**src/rtl/mem_port_ctrl.sv**
```systemverilog
// -----------------------------------------------------------------------------
// mem_port_ctrl
//
// Initiator-side controller between the load/store stage and a single-port,
// 32-bit, word-addressed EAB RAM whose read path has two registers (address
// register on inclock, output register on outclock, both on clk). Loads are
// read, lane-extracted and sign/zero-extended. The RAM has no byte enables,
// so byte and halfword stores are done as read-modify-write.
//
// Optional feature macro: MEM_PORT_CTRL_MISALIGN_TRAP_EN
//   defined   : misaligned or illegal-size requests get an error response
//               (resp_err=1, resp_rdata=0) one cycle after accept, with no
//               RAM access.
//   undefined : resp_err is always 0; misaligned halfword/word addresses are
//               forced down to natural alignment and size 3 is treated as a
//               word access.
//
// Ports
//   clk            single clock (RAM inclock/outclock are tied to it)
//   rst_n          asynchronous active-low reset
//   req_valid      request present
//   req_ready      high in IDLE only
//   req_write      1 = store, 0 = load
//   req_size       0 byte, 1 half, 2 word, 3 illegal
//   req_unsigned   zero-extend loads (ignored for stores)
//   req_addr       byte address, ADDR_WIDTH+2 bits
//   req_wdata      store data, LSB-aligned
//   resp_valid     one-cycle completion pulse, no backpressure
//   resp_rdata     extended load data; 0 for stores and errors
//   resp_err       error flag, valid with resp_valid
//   ram_we         registered RAM write enable (high only in WRITE)
//   ram_address    registered RAM word address
//   ram_data       registered RAM write data
//   ram_q          RAM read data (meaningful only in RD_C)
//   dbg_state      current FSM state encoding, for observation
//
// Handshake: a request transfers on a rising clk edge where req_valid and
// req_ready are both high; req_ready depends only on the FSM state (never on
// req_valid), and all request fields are captured on that edge. The
// response side has no ready: resp_valid is a single-cycle pulse that the
// requester must take when it appears. Since req_ready returns high in the
// same cycle as resp_valid, the next request can be accepted in that cycle.
// -----------------------------------------------------------------------------
module mem_port_ctrl #(
    parameter int ADDR_WIDTH = 8
) (
    input  logic                  clk,
    input  logic                  rst_n,
    input  logic                  req_valid,
    output logic                  req_ready,
    input  logic                  req_write,
    input  logic [1:0]            req_size,
    input  logic                  req_unsigned,
    input  logic [ADDR_WIDTH+1:0] req_addr,
    input  logic [31:0]           req_wdata,
    output logic                  resp_valid,
    output logic [31:0]           resp_rdata,
    output logic                  resp_err,
    output logic                  ram_we,
    output logic [ADDR_WIDTH-1:0] ram_address,
    output logic [31:0]           ram_data,
    input  logic [31:0]           ram_q,
    output logic [2:0]            dbg_state
);

    typedef enum logic [2:0] {
        IDLE  = 3'd0,
        RD_A  = 3'd1,
        RD_B  = 3'd2,
        RD_C  = 3'd3,
        WRITE = 3'd4
    } state_t;

    localparam logic [1:0] SZ_BYTE = 2'd0;
    localparam logic [1:0] SZ_HALF = 2'd1;
    localparam logic [1:0] SZ_WORD = 2'd2;
    localparam logic [1:0] SZ_ILL  = 2'd3;

    state_t state_q;
    state_t state_d;

    // Request fields captured on accept.
    logic        write_q;
    logic [1:0]  size_q;
    logic        unsigned_q;
    logic [1:0]  lane_q;
    logic [31:0] wdata_q;

    // Decoded view of the incoming request (after alignment handling).
    logic [1:0]  req_size_eff;
    logic [1:0]  req_lane_eff;
    logic        req_bad;
    logic        accept;

    // Next values of the registered outputs.
    logic                  resp_valid_d;
    logic [31:0]           resp_rdata_d;
    logic                  resp_err_d;
    logic                  ram_we_d;
    logic [ADDR_WIDTH-1:0] ram_address_d;
    logic [31:0]           ram_data_d;

    // Read-data datapath.
    logic [7:0]  byte_sel;
    logic [15:0] half_sel;
    logic [31:0] load_ext;
    logic [31:0] merged;

    assign req_ready = (state_q == IDLE);
    assign accept    = req_valid && req_ready;
    assign dbg_state = state_q;

    // -------------------------------------------------------------------------
    // Request decode: either flag a bad request, or silently align it.
    // -------------------------------------------------------------------------
    always_comb begin
        req_size_eff = req_size;
        req_lane_eff = req_addr[1:0];
        req_bad      = 1'b0;
`ifdef MEM_PORT_CTRL_MISALIGN_TRAP_EN
        case (req_size)
            SZ_HALF: req_bad = req_addr[0];
            SZ_WORD: req_bad = |req_addr[1:0];
            SZ_ILL:  req_bad = 1'b1;
            default: req_bad = 1'b0;
        endcase
`else
        case (req_size)
            SZ_HALF: req_lane_eff[0] = 1'b0;
            SZ_WORD, SZ_ILL: begin
                req_size_eff = SZ_WORD;
                req_lane_eff = 2'b00;
            end
            default: req_lane_eff = req_addr[1:0];
        endcase
`endif
    end

    // -------------------------------------------------------------------------
    // Request capture.
    // -------------------------------------------------------------------------
    always_ff @(posedge clk or negedge rst_n) begin
        if (!rst_n) begin
            write_q    <= 1'b0;
            size_q     <= SZ_BYTE;
            unsigned_q <= 1'b0;
            lane_q     <= 2'b00;
            wdata_q    <= 32'd0;
        end else if (accept) begin
            write_q    <= req_write;
            size_q     <= req_size_eff;
            unsigned_q <= req_unsigned;
            lane_q     <= req_lane_eff;
            wdata_q    <= req_wdata;
        end
    end

    // -------------------------------------------------------------------------
    // Lane extraction for loads and lane merge for sub-word stores. Both use
    // ram_q, which is only meaningful while the FSM is in RD_C.
    // -------------------------------------------------------------------------
    always_comb begin
        case (lane_q)
            2'd0:    byte_sel = ram_q[7:0];
            2'd1:    byte_sel = ram_q[15:8];
            2'd2:    byte_sel = ram_q[23:16];
            default: byte_sel = ram_q[31:24];
        endcase
        half_sel = lane_q[1] ? ram_q[31:16] : ram_q[15:0];

        case (size_q)
            SZ_BYTE: load_ext = unsigned_q ? {24'd0, byte_sel}
                                           : {{24{byte_sel[7]}}, byte_sel};
            SZ_HALF: load_ext = unsigned_q ? {16'd0, half_sel}
                                           : {{16{half_sel[15]}}, half_sel};
            default: load_ext = ram_q;
        endcase

        merged = ram_q;
        case (size_q)
            SZ_BYTE: begin
                case (lane_q)
                    2'd0:    merged[7:0]   = wdata_q[7:0];
                    2'd1:    merged[15:8]  = wdata_q[7:0];
                    2'd2:    merged[23:16] = wdata_q[7:0];
                    default: merged[31:24] = wdata_q[7:0];
                endcase
            end
            SZ_HALF: begin
                if (lane_q[1]) begin
                    merged[31:16] = wdata_q[15:0];
                end else begin
                    merged[15:0] = wdata_q[15:0];
                end
            end
            default: merged = wdata_q;
        endcase
    end

    // -------------------------------------------------------------------------
    // FSM next-state and registered-output next values.
    // ram_we/resp_valid default low so they are single-state pulses;
    // ram_address/ram_data hold their last value unless updated.
    // -------------------------------------------------------------------------
    always_comb begin
        state_d       = state_q;
        resp_valid_d  = 1'b0;
        resp_rdata_d  = 32'd0;
        resp_err_d    = 1'b0;
        ram_we_d      = 1'b0;
        ram_address_d = ram_address;
        ram_data_d    = ram_data;

        case (state_q)
            IDLE: begin
                if (accept) begin
                    if (req_bad) begin
                        // Error response next cycle; no RAM access.
                        resp_valid_d = 1'b1;
                        resp_err_d   = 1'b1;
                    end else begin
                        ram_address_d = req_addr[ADDR_WIDTH+1:2];
                        if (req_write && (req_size_eff == SZ_WORD)) begin
                            // Full word needs no read: write directly.
                            ram_we_d   = 1'b1;
                            ram_data_d = req_wdata;
                            state_d    = WRITE;
                        end else begin
                            state_d = RD_A;
                        end
                    end
                end
            end
            RD_A: state_d = RD_B;
            RD_B: state_d = RD_C;
            RD_C: begin
                if (write_q) begin
                    ram_we_d   = 1'b1;
                    ram_data_d = merged;
                    state_d    = WRITE;
                end else begin
                    resp_valid_d = 1'b1;
                    resp_rdata_d = load_ext;
                    state_d      = IDLE;
                end
            end
            WRITE: begin
                // The write happens on the edge leaving this state.
                resp_valid_d = 1'b1;
                state_d      = IDLE;
            end
            default: state_d = IDLE;
        endcase
    end

    // -------------------------------------------------------------------------
    // State and output registers. The async reset clears ram_we immediately,
    // so a reset during WRITE suppresses the pending RAM write.
    // -------------------------------------------------------------------------
    always_ff @(posedge clk or negedge rst_n) begin
        if (!rst_n) begin
            state_q     <= IDLE;
            resp_valid  <= 1'b0;
            resp_rdata  <= 32'd0;
            resp_err    <= 1'b0;
            ram_we      <= 1'b0;
            ram_address <= '0;
            ram_data    <= 32'd0;
        end else begin
            state_q     <= state_d;
            resp_valid  <= resp_valid_d;
            resp_rdata  <= resp_rdata_d;
            resp_err    <= resp_err_d;
            ram_we      <= ram_we_d;
            ram_address <= ram_address_d;
            ram_data    <= ram_data_d;
        end
    end

endmodule

```
**config.mk**
```make
export PLATFORM = sky130hd
export DESIGN_NAME = mem_port_ctrl
export DESIGN_NICKNAME = d
export VERILOG_FILES = /design/src/rtl/mem_port_ctrl.sv
export SDC_FILE = /design/constraint.sdc
export NUM_CORES = 1
export LEC_CHECK = 0
export BUFFER_PORTS_ARGS = -buffer_cell sky130_fd_sc_hd__buf_2
export CORE_UTILIZATION = 26
export DETAILED_ROUTE_END_ITERATION = 10
export GPL_ROUTABILITY_DRIVEN = 0
export SKIP_CTS_REPAIR_TIMING = 1
export SLEW_MARGIN = 20
export SYNTH_ARGS = -nofsm -noshare
export SYNTH_HDL_FRONTEND = slang
export SYNTH_SLANG_ARGS = --single-unit
```
**constraint.sdc**
```tcl
create_clock -name clk -period 3.36 [get_ports clk]
set_input_delay 0.168 -clock clk [delete_from_list [all_inputs] [get_ports clk]]
set_output_delay 0.168 -clock clk [all_outputs]
set_load 0.1 [all_outputs]
```
==> reports/results.ini <==
[layout]
most-common-layout-cells=188 x nand2_1, 157 x buf_2, 115 x dfrtp_1
syn_to_final_growth_pct=34.2
final_layout_size_suffix_gt1_frac=0.273
fill_cells=2200
nets=896
final_common_cell=nand2_1

[placed_design]
hpwl_um=14300
portBuffers=158

[global_route]
antenna_found_initial=3
grt_max_degree=53
grt.total_usage=0.184
grt_pass1_wl_um=30100
grt_pass1_vias=5116
gr-total-overflow=0

[sta]
tightest_slew_ps=965
fin_skew_ps=16.8
hold_violations=8
rsz0062_at_grt=false
slew_viol_final=0
period_needed_ps=2250
fin_crit_sh=0.670
holdWs_ps=-25.2
fmax_mhz=444
slew_headroom=0.357
setup_tns_ps=0
setup_viol=0

[clock_network]
clk_latency_ps=430
htreeDepth=4
cts_buffer_depth=2
cts_made_buffers=17
root_buffer=clkbuf_16
clkTransAtPathRegs_ps=50
cts_sinks=115
cts_tree=yes

[die]
core_area_um2=21300
die_h_um=150
ioPinCount=160
rows=53
die-width_um=150
design.die.area_um2=22600
start_util=0.268

[critical_path]
r2r-start=dbg_state[0]
rrSetupSlack_ps=1110
cp.required_ps=3640
cp-end-kind=flip-flop
critPathLaunchType=flip-flop
arrival_ps=2530
worstPathMaxFanout=49
cp-startpoint=dbg_state[0]
critPathKind=flip-flop to flip-flop

[logic_synthesis]
yosys_warnings=0
synth_top_cell_by_area=dfrtp_1
synth.net_count=718
synthArstFlopShare=1.00
synth_area_leaders=dfrtp_1 50%, nand2_1 12%, mux2i_1 4.2%
synth_enable_flop_cells=0
synthFlopType=dfrtp_1
avgSynthCellArea_um2=8.97
yosys.area.top_type_share=0.504
ys_ff_latch=115
syn-cell-area_um2=5710
syn_inst=637
netlist-cell-type-count=41
seq_area_frac_synth=0.504

[worst_hold_path]
hp-class=input pin to flip-flop
hp-start=req_wdata[24]

[detailed_routing]
drc=0
drt_iter0_markers=409
dr.pass1.iters=4
ant_nets=0
vias=5296
viasPerCell=4.81
drt_wl_total_um=20000
wl_per_cell_um=18.1

[run_status]
status=finished, violations left
violations=hold timing

[flow_run]
cap_violations=0

## synthesized netlist by cell type, types with 3 or more instances
library cell,n
nand2_1,188
dfrtp_1,115
nor2_1,40
a21oi_1,35
clkbuf_1,33
o21ai_0,33
mux2i_1,24
inv_1,21
a221oi_1,18
o211ai_1,16
mux2_2,15
nand3_1,14
nor3_1,9
a22o_1,8
buf_2,8
a211oi_1,7
and3_1,7
o41ai_2,7
a21o_1,6
nor2b_1,4
buf_6,3
nand3b_1,3
## state kept, by name (all words and copies together) (netlist names)
name and cells:
dbg_state 3, lane_q 2, ram_address 8, ram_data 32
ram_we 1, resp_rdata 32, resp_valid 1, size_q 2
unsigned_q 1, wdata_q 32, write_q 1
## routing by layer
metal | vias up | GRT usage | part of all wire
li1 | 2523 | - | -
met2 | 226 | 0.270 | 0.44
met4 | 0 | 0.0732 | 0.018
met3 | 28 | 0.0567 | 0.080
met5 | - | 0 | 0
met1 | 2519 | 0.250 | 0.46
## layout make-up
class	count	area, um2	share of cell area
inverters	23	86.3	0.0113
repair buffers	207	1270	0.165
multi-input cells	451	2530	0.331
diodes	3	7.51	0.000979
flip-flops and latches	115	2880	0.375
clock inverters	5	52.6	0.00685
well taps	275	344	0.0449
clock buffers	23	498	0.0650
## kinds of logic (layout without fill, tap and decap cells)
group	count (synthesis)	count (layout)	share of synthesized area
AOI/OAI and AO/OA	135	135	0.165
and+or+nand+nor	274	274	0.199
other	1	4	0.000657
buffers and inverters	71	258	0.0537
xor gates and xnor gates	1	1	0.00153
muxes	40	40	0.0756
DFF	115	115	0.504
## per-stage QoR
| stage | area [um2] | std cells | setup slack, ps | hold WS (ps) | utilization |
|---|---|---|---|---|---|
| floorplan | 5720 | 637 | 38.5 | -128 | - |
| global placement | 6740 | 1034 | 1190 | 194 | 0.317 |
| detailed placement | 6740 | 1034 | 1090 | 191 | 0.317 |
| CTS | 7290 | 1062 | 1100 | -263 | 0.342 |
| global route | 7660 | 1100 | 946 | 2.70 | 0.360 |
| finish | 7670 | 1102 | 1110 | -25.2 | 0.360 |
## worst paths after layout
kind,to,cells after the start
worst max-delay path,ram_data[4],5
worst min-delay path,wdata_q[24],3
worst max register to register,ram_data[4],5
worst min register to register,ram_address[1],2
max in group asynchronous,wdata_q[26],3
min in group asynchronous,ram_address[6],2
## worst max-delay path, stage by stage (launching register included)
cell,delay (ps)
dfrtp_1,480
nand4b_1,400
o21a_4,610
inv_2,310
nand3_1,180
o211ai_1,110
Power is left out: the tool's default activity adds up to more than one toggle a clock period on the data nets, which glitch-free logic cannot reach.
